### src/rtl/dmem_arbiter.sv
// dmem_arbiter
//   Shares the single data-memory port between the CPU MEM-stage path and a
//   debug port. Writes complete in the grant cycle. Reads hold the port for
//   RD_LAT cycles after issue and then return dm_rdata to the owner.
//
// Configuration macro: DMEM_ARB_RR_EN
//   defined   -> on conflict, round-robin between CPU and debug (last_gnt)
//   undefined -> fixed CPU priority; debug forced through after STARVE losses
//
// Parameters
//   DM_AW  : word-address width of the data memory
//   RD_LAT : cycles from read issue to valid dm_rdata (1..3)
//   STARVE : contended IDLE cycles a pending debug request may lose
//
// Ports
//   clk, rst                       : clock (rising), async active-high reset
//   cpu_req/we/addr/wdata          : CPU request, held until cpu_done
//   cpu_done, cpu_rdata, cpu_stall : CPU completion, load data, stall
//   dbg_req/we/addr/wdata          : debug request, held until dbg_done
//   dbg_done, dbg_rdata            : debug completion and load data
//   dm_we, dm_addr, dm_wdata       : memory write enable, word address, data
//   dm_rdata                       : memory read data
module dmem_arbiter #(
  parameter int DM_AW  = 7,
  parameter int RD_LAT = 1,
  parameter int STARVE = 8
) (
  input  logic             clk,
  input  logic             rst,
  input  logic             cpu_req,
  input  logic             cpu_we,
  input  logic [31:0]      cpu_addr,
  input  logic [31:0]      cpu_wdata,
  output logic             cpu_done,
  output logic [31:0]      cpu_rdata,
  output logic             cpu_stall,
  input  logic             dbg_req,
  input  logic             dbg_we,
  input  logic [31:0]      dbg_addr,
  input  logic [31:0]      dbg_wdata,
  output logic             dbg_done,
  output logic [31:0]      dbg_rdata,
  output logic             dm_we,
  output logic [DM_AW-1:0] dm_addr,
  output logic [31:0]      dm_wdata,
  input  logic [31:0]      dm_rdata
);

  typedef enum logic [0:0] {
    IDLE    = 1'b0,
    RD_WAIT = 1'b1
  } state_t;

  localparam logic [1:0] LAT_INIT = 2'(RD_LAT - 1);
  localparam logic       OWN_CPU  = 1'b0;
  localparam logic       OWN_DBG  = 1'b1;

  state_t           state_r, state_nxt_s;
  logic [1:0]       lat_cnt_r, lat_cnt_nxt_s;
  logic             owner_r, owner_nxt_s;
  logic [DM_AW-1:0] addr_r, addr_nxt_s;

  logic             gnt_dbg_s;
  logic             gnt_any_s;
  logic             sel_we_s;
  logic [31:0]      sel_addr_s;
  logic [31:0]      sel_wdata_s;

  logic             cpu_done_s, dbg_done_s, dm_we_s;
  logic [31:0]      cpu_rdata_s, dbg_rdata_s, dm_wdata_s;
  logic [DM_AW-1:0] dm_addr_s;

  // Byte-offset and above-window address bits are intentionally dropped.
  logic             unused_s;
  assign unused_s = ^{sel_addr_s[31:DM_AW+2], sel_addr_s[1:0]};

  assign gnt_any_s = cpu_req | dbg_req;

`ifdef DMEM_ARB_RR_EN
  logic last_gnt_r;

  // Conflict resolution: grant whoever was not granted last.
  always_comb begin
    if (cpu_req && dbg_req) begin
      gnt_dbg_s = (last_gnt_r == OWN_CPU);
    end else begin
      gnt_dbg_s = dbg_req;
    end
  end

  // Remember the last grant; reset to debug so the CPU wins the first conflict.
  always_ff @(posedge clk or posedge rst) begin
    if (rst) begin
      last_gnt_r <= OWN_DBG;
    end else if ((state_r == IDLE) && gnt_any_s) begin
      last_gnt_r <= gnt_dbg_s;
    end else begin
      last_gnt_r <= last_gnt_r;
    end
  end
`else
  localparam int             SW         = (STARVE < 1) ? 1 : $clog2(STARVE + 1);
  localparam logic [SW-1:0]  STARVE_MAX = SW'(STARVE);

  logic [SW-1:0] starve_cnt_r;
  logic          starved_s;

  assign starved_s = (starve_cnt_r == STARVE_MAX);

  // Fixed CPU priority unless debug has been passed over STARVE times.
  always_comb begin
    if (cpu_req && !starved_s) begin
      gnt_dbg_s = 1'b0;
    end else begin
      gnt_dbg_s = dbg_req;
    end
  end

  // Count IDLE cycles debug loses to the CPU; saturate, clear on debug grant.
  always_ff @(posedge clk or posedge rst) begin
    if (rst) begin
      starve_cnt_r <= '0;
    end else if ((state_r == IDLE) && dbg_req) begin
      if (gnt_dbg_s) begin
        starve_cnt_r <= '0;
      end else if (!starved_s) begin
        starve_cnt_r <= starve_cnt_r + SW'(1);
      end else begin
        starve_cnt_r <= starve_cnt_r;
      end
    end else begin
      starve_cnt_r <= starve_cnt_r;
    end
  end
`endif

  // Steer the winning requester's attributes toward the memory port.
  always_comb begin
    if (gnt_dbg_s) begin
      sel_we_s    = dbg_we;
      sel_addr_s  = dbg_addr;
      sel_wdata_s = dbg_wdata;
    end else begin
      sel_we_s    = cpu_we;
      sel_addr_s  = cpu_addr;
      sel_wdata_s = cpu_wdata;
    end
  end

  // Next-state and output decode; everything is forced to 0 while in reset.
  always_comb begin
    state_nxt_s   = state_r;
    lat_cnt_nxt_s = lat_cnt_r;
    owner_nxt_s   = owner_r;
    addr_nxt_s    = addr_r;
    cpu_done_s    = 1'b0;
    dbg_done_s    = 1'b0;
    cpu_rdata_s   = 32'h0000_0000;
    dbg_rdata_s   = 32'h0000_0000;
    dm_we_s       = 1'b0;
    dm_addr_s     = '0;
    dm_wdata_s    = 32'h0000_0000;
    if (!rst) begin
      case (state_r)
        IDLE: begin
          if (gnt_any_s) begin
            dm_addr_s  = sel_addr_s[DM_AW+1:2];
            dm_wdata_s = sel_wdata_s;
            if (sel_we_s) begin
              dm_we_s    = 1'b1;
              cpu_done_s = ~gnt_dbg_s;
              dbg_done_s = gnt_dbg_s;
            end else begin
              state_nxt_s   = RD_WAIT;
              lat_cnt_nxt_s = LAT_INIT;
              owner_nxt_s   = gnt_dbg_s;
              addr_nxt_s    = sel_addr_s[DM_AW+1:2];
            end
          end else begin
            state_nxt_s = IDLE;
          end
        end
        RD_WAIT: begin
          dm_addr_s = addr_r;
          if (lat_cnt_r == 2'd0) begin
            state_nxt_s = IDLE;
            if (owner_r == OWN_DBG) begin
              dbg_done_s  = 1'b1;
              dbg_rdata_s = dm_rdata;
            end else begin
              cpu_done_s  = 1'b1;
              cpu_rdata_s = dm_rdata;
            end
          end else begin
            lat_cnt_nxt_s = lat_cnt_r - 2'd1;
          end
        end
        default: begin
          state_nxt_s = IDLE;
        end
      endcase
    end else begin
      state_nxt_s = IDLE;
    end
  end

  // State, read latency counter, read owner and latched word address.
  always_ff @(posedge clk or posedge rst) begin
    if (rst) begin
      state_r   <= IDLE;
      lat_cnt_r <= 2'd0;
      owner_r   <= OWN_CPU;
      addr_r    <= '0;
    end else begin
      state_r   <= state_nxt_s;
      lat_cnt_r <= lat_cnt_nxt_s;
      owner_r   <= owner_nxt_s;
      addr_r    <= addr_nxt_s;
    end
  end

  assign cpu_done  = cpu_done_s;
  assign cpu_rdata = cpu_rdata_s;
  assign dbg_done  = dbg_done_s;
  assign dbg_rdata = dbg_rdata_s;
  assign dm_we     = dm_we_s;
  assign dm_addr   = dm_addr_s;
  assign dm_wdata  = dm_wdata_s;
  assign cpu_stall = cpu_req & ~cpu_done_s & ~rst;

endmodule

### config.mk
export PLATFORM = sky130hd
export DESIGN_NAME = dmem_arbiter
export DESIGN_NICKNAME = d
export VERILOG_FILES = /design/src/rtl/dmem_arbiter.sv
export SDC_FILE = /design/constraint.sdc
export NUM_CORES = 1
export LEC_CHECK = 0
export BUFFER_PORTS_ARGS = -buffer_cell sky130_fd_sc_hd__buf_4
export CORE_AREA = 2 2 106 108
export CTS_BUF_LIST = sky130_fd_sc_hd__clkbuf_16
export CTS_CLUSTER_DIAMETER = 40
export DETAILED_ROUTE_END_ITERATION = 10
export DIE_AREA = 0 0 108 110
export PLACE_DENSITY = 0.5
export SYNTH_ARGS = -nofsm -noshare
export SYNTH_HDL_FRONTEND = slang
export SYNTH_SLANG_ARGS = --single-unit
### constraint.sdc
create_clock -name clk -period 2.33 [get_ports clk]
set_clock_uncertainty 0.15 [all_clocks]
set_input_delay 0.1165 -clock clk [delete_from_list [all_inputs] [get_ports clk]]
set_output_delay 0.1165 -clock clk [all_outputs]
set_load 0.01 [all_outputs]
; After elaboration in Yosys (flattened, before gate mapping)
; Cells that the tools add are included.
[word_totals]
reg_bits = 15
in_bits = 166
elab_cells = 72
[op_classes]
add_sub_neg = 2
eq_ne = 5
n_mux = 45
bitwise_logic = 8
reduce_logical = 7
[ops]
columns = op, count
row1 = 32-bit 2-to-1 mux, 12
row2 = 1-bit 2-to-1 mux, 20
row3 = 7-bit 2-to-1 mux, 2
row4 = 7-bit case mux with 2 select lines, 1
row5 = 9-bit 2-to-1 mux, 1
row6 = 4-bit 2-to-1 mux, 2
row7 = 2-bit inequality test (second input constant), 4
row8 = 4-bit AND reduction, 2
row9 = 2-bit 2-to-1 mux, 3
row10 = 1-bit case mux with 2 select lines, 3
row11 = 1-bit NOT, 5
row12 = 4-bit by 1-bit adder with 4-bit output (second input constant), 1
row13 = 4-bit == test (second input constant), 1
row14 = 2-bit case mux with 2 select lines, 1
row15 = 1-bit AND, 2
row16 = 1-bit logical AND, 2
row17 = 2-bit zero test, 1
row18 = 2-bit AND reduction, 1
row19 = 2-bit by 1-bit subtractor with 2-bit output (second input constant), 1
row20 = 1-bit zero test, 1
row21 = 1-bit OR, 1

; Longest topological paths before layout
; Gate-level depths: netlist of run 1.
[depth]
word_depth = 12
depth_mapped = 8
ltp_nobuf = 6

; Worst setup path before layout of run 1
; No wires, ideal clock.
[synth_path]
path_kind = register -> register
start = register starve_cnt_r[0]
end = register addr_r[0]
setup_time_ps = 125
arrival_time_ps = 1782
slack_ps = 274
path_stages_with_launch = 7
n_path_buf = 0
synth_period_minus_slack_ps = 2056
cell_sequence = dfrtp_1 -> inv_1 -> ha_1 -> nand3b_4 -> a21bo_1 -> a211oi_4 -> mux2_2
[synth_via]
elab_chain_cells = 7
[synth_lines]
columns = item, line_no
row1 = start: declaration, 105  ; logic [SW-1:0] starve_cnt_r;
row2 = start signal: assignment, 127  ; starve_cnt_r <= starve_cnt_r + SW'(1);
row3 = start signal: assignment, 129  ; starve_cnt_r <= starve_cnt_r;
row4 = start signal: assignment, 132  ; starve_cnt_r <= starve_cnt_r;
row5 = 4-bit == test (*), 108  ; assign starved_s = (starve_cnt_r == STARVE_MAX);
row6 = 1-bit zero test (*), -
row7 = 1-bit logical AND (*), 112  ; if (cpu_req && !starved_s) begin
row8 = 1-bit 2-to-1 mux (*), 112
row9 = 1-bit 2-to-1 mux, 139  ; if (gnt_dbg_s) begin
row10 = 1-bit NOT (no line), -
row11 = 4-bit AND reduction (no line), -
row12 = end signal: assignment, 218  ; addr_r <= addr_nxt_s;
row13 = end: declaration, 61  ; logic [DM_AW-1:0] addr_r, addr_nxt_s;
; Mark *: on every way between the ends. The rest lies on a longest branch, timed or not.
; A chain may end at the register's enable or synchronous reset.

; Worst setup path in the final report of run 1
[layout_path]
start = register starve_cnt_r[0]
end = output dm_addr[0]
[layout_via]
elab_chain_cells = 8
[layout_lines]
columns = item, line_no
row1 = 4-bit == test, 108
row2 = 1-bit zero test, -
row3 = 1-bit logical AND, 112
row4 = 1-bit 2-to-1 mux, 112
row5 = 9-bit 2-to-1 mux, 139
row6 = 7-bit 2-to-1 mux, 166  ; if (gnt_any_s) begin
row7 = 7-bit case mux with 2 select lines, 164  ; case (state_r)
row8 = 7-bit 2-to-1 mux, 163  ; if (!rst) begin
row9 = end: declaration, 44  ; output logic [DM_AW-1:0] dm_addr,
; No other way between the ends.

==> qor.txt, run 1 <==
DRC errors left = 0
Synth Warn # = 0
Synth area leader = and2_1
Die Span Y = 110 um
Crit-path cells = inv_2, ha_4, nand3b_4, a21boi_4, buf_12, mux2_2, a22o_1, buf_4
Final slew viol count = 0
Die area = 0.01188 sq mm
Chip Width = 108 um
GR Layer Usage met3 = 2.410%
Starting Density = 17.39%
Cell family with most CP delay = compound AO/OA/AOI/OAI gates
Routability congestion estimate = 0.7420
CTS max path bufs = 2
Detailed Place HPWL = 6894 um
Outcome = completed
Largest net degree at the start of global routing = 39
Cell variety after synth = 28
GR peak layer = met2
Worst EP arrival = 2020 ps
Critical Path Start Type = flop
Ys flop type = dfrtp_1
Mapped cell area = 0.001861 sq mm
Pleak = 2.080 nW
Vias per std cell = 4.150
IO Pins = 273
Critical Path RT = 2060 ps
Async set-or-reset flop fraction in the synthesized netlist = 100.0%
Clk pin slew, worst setup/hold paths = 50 ps
Dominant cells by area after synthesis = and2_1 (22%), dfrtp_1 (20%), nand2_1 (15%)
Commonest non-fill, non-tap cell in the layout = buf_4
GR Layer Usage met2 = 25.43%
Final setup fails = 0
CTS root buf = clkbuf_16
Setup_tns = 0 ps
Highest-count cells in the layout ignoring fill and taps = buf_4 (233), nand2_1 (75), and2_1 (64)
Port bufs = 222
WS Path Type = flop to primary output
Drt first pass iters = 5
Critical Path Fanout Max = 6
Sequential area share after synthesis = 20.17%
Slowest-stage cell, CP = dfrtp_1
Cell count after synthesis = 280
Power Density = 339.4 mW/mm^2
Area growth syn-to-layout = 108.3%
Worst Path Buf+Inv = 3
FF+latch count, synth = 15
EDFF count, synth = 0
Max Fclk = 438.0 MHz
ANT nets after route = 0
Initial DRC Count = 104
# diodes = 0
Total track usage = 12.85%
Clock sink count = 15
Initial antenna violation count = 0
Vias in the first global route = 2539
Average size of a mapped cell = 6.645 sq um
CTS tree = yes
First-pass GRT wire length = 12280 um
Finished Cell Area = 0.003875 sq mm
GR met1 Demand/Resource = 14.26%
Max VDD drop = 0.3600 mV
Core ar. = 0.01070 sq mm
Fin crit share = 97.98%
CTS Buf Count = 3
CP Capture Type = primary output
Post-placement cell area = 0.003720 sq mm
Hold Path Class = input pin to flop
Hold Fails Final Rpt = 0
Max-slew headroom = 70.49%
Post-synth top area share = 21.52%
Final Net Count = 671
Routed WL = 8706 um
Drt wl/cell = 13.58 um
Max-Cap Viols = 0
Syn Nets = 449
H-tree depth = 1
Tightest Pin Transition = 441.2 ps
Share of layout cells above drive strength 1 = 51.30%
Max incr delay on CP = 400 ps
Via count = 2660
Gr ovfl total = 0
Clock latency on the worst-skew pair = 250 ps
Minimum clock period = 2283 ps
Cell Rows = 38
## flip-flops by register name, indices dropped and copies added (netlist names)
signal        count
addr_r            7
lat_cnt_r         2
starve_cnt_r      4
owner_r           1
state_r           1
## timing repair
| action | 4_1_cts | 5_1_grt |
|---|---|---|
| pin swaps | 2 | 2 |
| endpoints found under the setup margin | 9 | 9 |
| hold endpoints to repair | 15 | 0 |
| buffers inserted | 1 | 3 |
| hold buffers | 1 | 0 |
| gates resized for setup | 3 | 4 |
## layer usage
metal	up-vias	wire length [um]
met5	-	0
met4	0	45
met3	4	719
met2	108	4622
met1	1193	3319
li1	1355	-
## Yosys cell counts (all sizes together) (3+ instances only)
| master | n |
|---|---|
| mux2i | 6 |
| and2 | 64 |
| inv | 10 |
| nand4 | 3 |
| dfrtp | 15 |
| mux2 | 8 |
| o21ai | 12 |
| nor2b | 4 |
| ha | 3 |
| a21oi | 35 |
| nand2b | 5 |
| nand2 | 75 |
| a22o | 4 |
| clkbuf | 12 |
| buf | 8 |
## power breakdown
part           total (mW)  leakage (nW)  internal [mW]  switching (mW)
clock               0.335        0.0423          0.228           0.107
combinational       0.641          1.85          0.360           0.281
sequential          0.339         0.189          0.309          0.0304
total                1.32          2.08          0.897           0.418
## area by class of cell
type                       count  area, sq um
tap                          140        175.2
clock buffer                   3        75.07
clock inverter                 1        3.754
fill                        1160         6823
inverter                      10        37.54
sequential                    15        375.4
timing repair buffer         237         1810
multi-input combinational    235         1398
## worst register-to-register path: cells and delay by family, from the launching register on
family / cells / cell delay [ps]
AOI/OAI and AO/OA: 2 / 730
DFF: 1 / 400
muxes: 1 / 390
adders and majority gates: 1 / 140
and+or+nand+nor: 1 / 100
buffers and inverters: 1 / 90
## logic make-up (layout without fill, tap and decap cells)
kind of cell	count (synthesis)	after routing	share of synthesized area [%]
mux	14	14	8.070
buf+inv	30	251	7.129
fa+ha+maj	3	3	2.018
simple gates	157	157	43.11
compound gates	61	61	19.50
flops	15	15	20.17
## stage by stage
step | utilization, % | power, mW | cells | setup WS (ps) | hold slack [ps]
after detailed placement | 34.77 | 0.9619 | 632 | 93.35 | 46.91
after global placement | 34.77 | 0.9514 | 632 | 118.4 | 45.40
after floorplan | - | 0.6064 | 280 | 273.8 | -123.8
after global routing | 36.22 | 1.414 | 641 | -4.109 | 70.78
after CTS | 35.94 | 1.318 | 638 | 2.502 | 43.06
final | 36.22 | 1.315 | 641 | 47.08 | 46.43
## path summary, 6_finish.rpt
check / from / end / slack (ps) / cells past startpoint
setup / recovery: starve_cnt_r[0] / dm_addr[0] / 50 / 8
hold / removal: cpu_addr[7] / addr_r[5] / 50 / 3
max in group asynchronous: rst / addr_r[1] / 1510 / 4
min in group asynchronous: rst / addr_r[4] / 340 / 4
hold reg to reg: addr_r[1] / addr_r[1] / 360 / 1
setup reg to reg: starve_cnt_r[0] / addr_r[1] / 220 / 6
No activity file was read; power rests on OpenSTA's default activity.
==> run 2, diff against run 1 <==
--- a/config.mk
+++ b/config.mk
@@ -11,6 +11,7 @@
 export CTS_CLUSTER_DIAMETER = 40
 export DETAILED_ROUTE_END_ITERATION = 10
 export DIE_AREA = 0 0 108 110
+export GPL_TIMING_DRIVEN = 0
 export PLACE_DENSITY = 0.5
 export SYNTH_ARGS = -nofsm -noshare
 export SYNTH_HDL_FRONTEND = slang
==> run 2 against run 1 <==
Sequential power is essentially flat; count of clock-buffer cells in the layout is the same; largest cell class unchanged; combinational power grew 5.3%; critical path type unchanged.
==> qor.txt, run 2 (synthesis gave the netlist of run 1 again) <==
Worst EP arrival = 2040 ps (was 2020 ps)
Hold Path Depth = 3 (unchanged)
Sequential power share = 25.3% (was 25.8%)
Largest net degree at the start of global routing = 17 (was 39)
Max Fclk = 434.4 MHz (was 438.0 MHz)
Power Density = 338.0 mW/mm^2 (was 339.4 mW/mm^2)
DRC errors left = 0 (unchanged)
CTS max path bufs = 2 (unchanged)
Final Net Count = 684 (was 671)
Critical Path Start Type = flop (unchanged)
Starting Density = 17.39% (unchanged)
Max FFs per register = 7 (unchanged)
Pleak = 2.142 nW (was 2.080 nW)
Final slew viol count = 0 (unchanged)
Routed WL = 9423 um (was 8706 um)
# diodes = 0 (unchanged)
Max-Cap Viols = 0 (unchanged)
Fin crit share = 98.80% (was 97.98%)
Slowest-stage cell, CP = dfrtp_1 (unchanged)
Setup ws final = 27.92 ps (was 47.08 ps)
Tightest Pin Transition = 642.5 ps (was 441.2 ps)
Via count = 2736 (was 2660)
WL met2 = 5013 um (was 4622 um)
Hold Fails Final Rpt = 0 (unchanged)
CTS tree = yes (unchanged)
CP Capture Type = primary output (unchanged)
Initial antenna violation count = 0 (unchanged)
Post-placement cell area = 0.003702 sq mm (was 0.003720 sq mm)
Final setup fails = 0 (unchanged)
H-tree depth = 1 (unchanged)
Worst r2r path cells = 6 (unchanged)
Post-route insts no fill = 654 (was 641)
Initial DRC Count = 136 (was 104)
WL met1 = 3621 um (was 3319 um)
Die area = 0.01188 sq mm (unchanged)
WS Path Type = flop to primary output (unchanged)
Final hold slack = 45.60 ps (was 46.43 ps)
Crit-path cells = inv_2, ha_4, nand3b_4, a21boi_4, buf_12, mux2_2, a22o_1, buf_4 (unchanged)
Clk pin slew, worst setup/hold paths = 50 ps (about the same)
Total track usage = 13.70% (was 12.85%)
Gr ovfl total = 0 (unchanged)
Clock sink count = 15 (unchanged)
Cell Rows = 38 (unchanged)
Worst Path Buf+Inv = 3 (unchanged)
Hold Path Class = input pin to flop (unchanged)
IO Pins = 273 (unchanged)
First-pass GRT wire length = 12880 um (was 12280 um)
Share of layout cells above drive strength 1 = 52.33% (was 51.30%)
CTS root buf = clkbuf_16 (unchanged)
Highest-count cells in the layout ignoring fill and taps = buf_4 (228), nand2_1 (75), and2_1 (64) (was buf_4 (233), nand2_1 (75), and2_1 (64))
Comb pwr share = 50.0% (was 48.7%)
Max Used Layer = met4 (unchanged)
Vias in the first global route = 2463 (was 2539)
Clock latency on the worst-skew pair = 250 ps (about the same)
Core ar. = 0.01070 sq mm (unchanged)
Die Span Y = 110 um (unchanged)
P_int = 917.3 uW (was 896.6 uW)
Minimum clock period = 2302 ps (was 2283 ps)
Final total power = 1.349 mW (was 1.315 mW)
CTS Buf Count = 3 (unchanged)
Port bufs = 222 (unchanged)
Detailed Place HPWL = 7559 um (was 6894 um)
Commonest non-fill, non-tap cell in the layout = buf_4 (unchanged)
Routed length on met3 = 747 um (was 719 um)
Chip Width = 108 um (unchanged)
Critical Path RT = 2060 ps (about the same)
Clk pwr share = 24.7% (was 25.5%)
Switching power = 431.9 uW (was 418.4 uW)
Sw Share = 32.01% (was 31.82%)
Finished Cell Area = 0.003991 sq mm (was 0.003875 sq mm)
Drt wl/cell = 14.41 um (was 13.58 um)
Outcome = completed (unchanged)
Routability congestion estimate = 0.7438 (was 0.7420)
Leading registers by flop count = addr_r x7, starve_cnt_r x4, lat_cnt_r x2 (unchanged)
Vias per std cell = 4.183 (was 4.150)
Max VDD drop = 0.3570 mV (was 0.3600 mV)
Largest Register = addr_r (unchanged)
CP Depth = 8 (unchanged)
Drt first pass iters = 4 (was 5)
ANT nets after route = 0 (unchanged)
Max-slew headroom = 57.12% (was 70.49%)
Max incr delay on CP = 400 ps (about the same)
Area growth syn-to-layout = 114.5% (was 108.3%)
Placed Cells = 642 (was 632)
DP Worst Slack = -114.8 ps (was 93.35 ps)
Cell family with most CP delay = compound AO/OA/AOI/OAI gates (unchanged)
Critical Path Fanout Max = 6 (unchanged)
## run 2: cell count changes in the layout (fill, tap and decap cells not counted), sizes merged
cell and change:
clkbuf +9, buf +4
## run 2: tightest hold or removal path, cell delays in order
cell,delay [ps]
buf_4,80
mux2i_1,70
mux2i_1,130
## run 2: layout make-up
| type | instances | area, sq um |
|---|---|---|
| tap | 140 | 175.2 |
| clock inverter | 1 | 3.754 |
| buffer | 20 | 142.6 |
| inverter | 10 | 37.54 |
| fill | 1131 | 6706 |
| sequential | 15 | 375.4 |
| clock buffer | 3 | 75.07 |
| timing repair buffer | 230 | 1772 |
| multi-input combinational | 235 | 1410 |
## run 2: power groups by stage
stage | Sequential (mW) | Clock (mW) | Combinational, mW
after floorplan | 0.334 | 0 | 0.272
after global placement | 0.340 | 0 | 0.609
after detailed placement | 0.340 | 0 | 0.616
after CTS | 0.340 | 0.341 | 0.639
after global routing | 0.349 | 0.354 | 0.737
final | 0.341 | 0.333 | 0.675
## run 2: per-layer routing
metal / vias to the layer above / track usage [%]
met3: 5 / 2.410
met2: 109 / 26.59
met4: 0 / 1.923
li1: 1387 / -
met1: 1235 / 15.97
met5: - / 0
## run 2: worst paths after layout
path	startpoint	endpoint	slack (ps)
worst max-delay path	starve_cnt_r[1]	dm_addr[0]	30
worst min-delay path	cpu_addr[5]	addr_r[3]	50
worst max register to register	starve_cnt_r[1]	addr_r[2]	90
worst min register to register	addr_r[2]	addr_r[2]	360
max in group asynchronous	rst	starve_cnt_r[0]	1230
min in group asynchronous	rst	starve_cnt_r[2]	380
## run 2: through the flow
stage	TNS (ps)	util (%)
2_1_floorplan	0	-
3_3_place_gp	-2779	34.61
3_5_place_dp	-2659	34.61
4_1_cts	-254.2	36.02
5_1_grt	-37.46	37.31
6_report	0	37.31
## run 2: timing repair
item,CTS,global route
gates cloned,0,1
endpoints found under the setup margin,79,94
hold endpoints to repair,15,0
hold buffers,1,0
gates resized for setup,19,23
setup buffers,1,5
pin swaps,1,1
==> run 3, diff against run 2 <==
--- a/config.mk
+++ b/config.mk
@@ -13,6 +13,7 @@
 export DIE_AREA = 0 0 108 110
 export GPL_TIMING_DRIVEN = 0
 export PLACE_DENSITY = 0.5
+export SETUP_SLACK_MARGIN = 0.15
 export SYNTH_ARGS = -nofsm -noshare
 export SYNTH_HDL_FRONTEND = slang
 export SYNTH_SLANG_ARGS = --single-unit
==> run 3 against run 2 <==
Register-to-register slack improved by 220 ps; clock power about the same; via count increased by 3.3%; worst setup slack improved by 98 ps; first-iteration DRC count unchanged; wire length increased by 2.5%; critical path depth unchanged; sequential share of layout area decreased by 0.49 points.
==> qor.txt, run 3 (synthesis gave the netlist of run 1 again) <==
Largest net degree at the start of global routing = 16 (was 17)
Fin crit share = 94.58% (was 98.80%)
Worst Path Buf+Inv = 3 (unchanged)
Cell Rows = 38 (unchanged)
CTS tree = yes (unchanged)
Placed Cells = 642 (unchanged)
Setup_tns = 0 ps (unchanged)
Starting Density = 17.39% (unchanged)
Max incr delay on CP = 380 ps (was 400 ps)
# fillers = 1109 (was 1131)
Max Fclk = 453.8 MHz (was 434.4 MHz)
Routed WL = 9654 um (was 9423 um)
Routability congestion estimate = 0.7438 (unchanged)
CTS root buf = clkbuf_16 (unchanged)
Drt first pass iters = 4 (unchanged)
ANT nets after route = 0 (unchanged)
Hold Path Class = input pin to flop (unchanged)
IO Pins = 273 (unchanged)
Share of layout cells above drive strength 1 = 57.09% (was 52.33%)
Highest-count cells in the layout ignoring fill and taps = buf_4 (232), nand2_1 (68), and2_1 (64) (was buf_4 (228), nand2_1 (75), and2_1 (64))
Outcome = completed (unchanged)
Max FFs per register = 7 (unchanged)
Via count = 2826 (was 2736)
Commonest non-fill, non-tap cell in the layout = buf_4 (unchanged)
Chip Width = 108 um (unchanged)
Drt wl/cell = 14.58 um (was 14.41 um)
Clock latency on the worst-skew pair = 250 ps (about the same)
Critical Path Start Type = flop (unchanged)
Clock sink count = 15 (unchanged)
Initial DRC Count = 136 (unchanged)
Cell family with most CP delay = compound AO/OA/AOI/OAI gates (unchanged)
Total track usage = 14.03% (was 13.70%)
CP Capture Type = primary output (unchanged)
Final setup fails = 0 (unchanged)
Final Net Count = 692 (was 684)
Vias per std cell = 4.269 (was 4.183)
Power Density = 334.8 mW/mm^2 (was 338.0 mW/mm^2)
Die Span Y = 110 um (unchanged)
Max-slew headroom = 50.66% (was 57.12%)
Initial antenna violation count = 0 (unchanged)
Clk pin slew, worst setup/hold paths = 50 ps (about the same)
CTS Buf Count = 3 (unchanged)
Crit-path cells = inv_2, ha_4, nand3b_4, a21boi_4, buf_12, mux2_4, a22o_1, buf_6 (was inv_2, ha_4, nand3b_4, a21boi_4, buf_12, mux2_2, a22o_1, buf_4)
Max VDD drop = 0.3552 mV (was 0.3570 mV)
CTS max path bufs = 2 (unchanged)
Largest Register = addr_r (unchanged)
Worst EP arrival = 1940 ps (was 2040 ps)
Gr ovfl total = 0 (unchanged)
Slowest-stage cell, CP = dfrtp_1 (unchanged)
Max-Cap Viols = 0 (unchanged)
# diodes = 0 (unchanged)
Critical Path Fanout Max = 6 (unchanged)
Port bufs = 222 (unchanged)
Hold Fails Final Rpt = 0 (unchanged)
WS Path Type = flop to primary output (unchanged)
Area growth syn-to-layout = 126.3% (was 114.5%)
Critical Path RT = 2060 ps (about the same)
Tightest Pin Transition = 737.7 ps (was 642.5 ps)
RSZ-0062 raised after global routing = true
Pleak = 2.248 nW (was 2.142 nW)
Vias in the first global route = 2547 (was 2463)
Detailed Place HPWL = 7559 um (unchanged)
Leading registers by flop count = addr_r x7, starve_cnt_r x4, lat_cnt_r x2 (unchanged)
Die area = 0.01188 sq mm (unchanged)
Final slew viol count = 0 (unchanged)
Minimum clock period = 2204 ps (was 2302 ps)
First-pass GRT wire length = 13200 um (was 12880 um)
DRC errors left = 0 (unchanged)
Core ar. = 0.01070 sq mm (unchanged)
Post-route insts no fill = 662 (was 654)
H-tree depth = 1 (unchanged)
[run 3: cell types whose count changed in the layout (fill, tap and decap cells not counted), sizes merged]
| cell | before | now |
|---|---|---|
| clkbuf | 12 | 13 |
| buf | 240 | 247 |
[run 3: worst register-to-register path, stage by stage, from the launching register on]
cell and delay, ps:
dfrtp_1 380, inv_2 90, ha_4 150, nand3b_4 110, a21bo_4 250, a211oi_4 270
buf_12 170, mux2_2 330
[run 3: final timing paths]
path	cells past startpoint	to	slack, ps	start
max in group asynchronous	3	starve_cnt_r[0]	1120	rst
max reg2reg	7	addr_r[2]	310	starve_cnt_r[1]
min	3	addr_r[3]	30	dbg_addr[5]
min reg2reg	1	addr_r[0]	360	addr_r[0]
max	8	dm_addr[1]	130	starve_cnt_r[1]
min in group asynchronous	3	starve_cnt_r[3]	440	rst
[run 3: final cells by class]
type / instances / area [sq um] / share of cell area (%)
clock inverters: 1 / 3.754 / 0.08915
clock buffers: 3 / 75.07 / 1.783
inverters: 10 / 37.54 / 0.8915
well taps: 140 / 175.2 / 4.160
plain buffers: 20 / 167.7 / 3.982
multi-input cells: 235 / 1509 / 35.84
flip-flops and latches: 15 / 375.4 / 8.915
repair buffers: 238 / 1867 / 44.34
[run 3: per-stage QoR]
step / utilization (%) / total power, mW / cell area (sq um) / worst slack, ps / hold WS (ps)
2_1_floorplan: - / 0.6064 / 1861 / 273.8 / -123.8
5_1_grt: 39.36 / 1.503 / 4210 / 58.71 / 50.86
3_3_place_gp: 34.61 / 0.9491 / 3702 / -113.4 / 114.3
6_report: 39.36 / 1.410 / 4210 / 126.2 / 27.25
4_1_cts: 37.39 / 1.365 / 4000 / 145.2 / 31.24
3_5_place_dp: 34.61 / 0.9568 / 3702 / -114.8 / 114.2
[run 3: repair_timing]
item / CTS / global route
cloned: 1 / 1
pin swaps: 8 / 14
resized for setup: 40 / 46
hold endpoints to repair: 15 / 0
hold buffers: 1 / 0
endpoints found under the setup margin: 107 / 104
buffers inserted: 7 / 6
[run 3: metal layers]
layer / up-vias / wire length [um] / GRT usage, %
li1: 1400 / - / -
met1: 1304 / 3608 / 16.01
met2: 117 / 5239 / 27.31
met3: 5 / 764 / 2.528
met4: 0 / 41 / 2.656
met5: - / 0 / 0
[run 3: power by group]
part,switching (mW),total (mW),internal (mW),leakage [nW]
clock,0.104,0.331,0.227,0.0423
sequential,0.0313,0.340,0.309,0.189
combinational,0.316,0.738,0.422,2.02
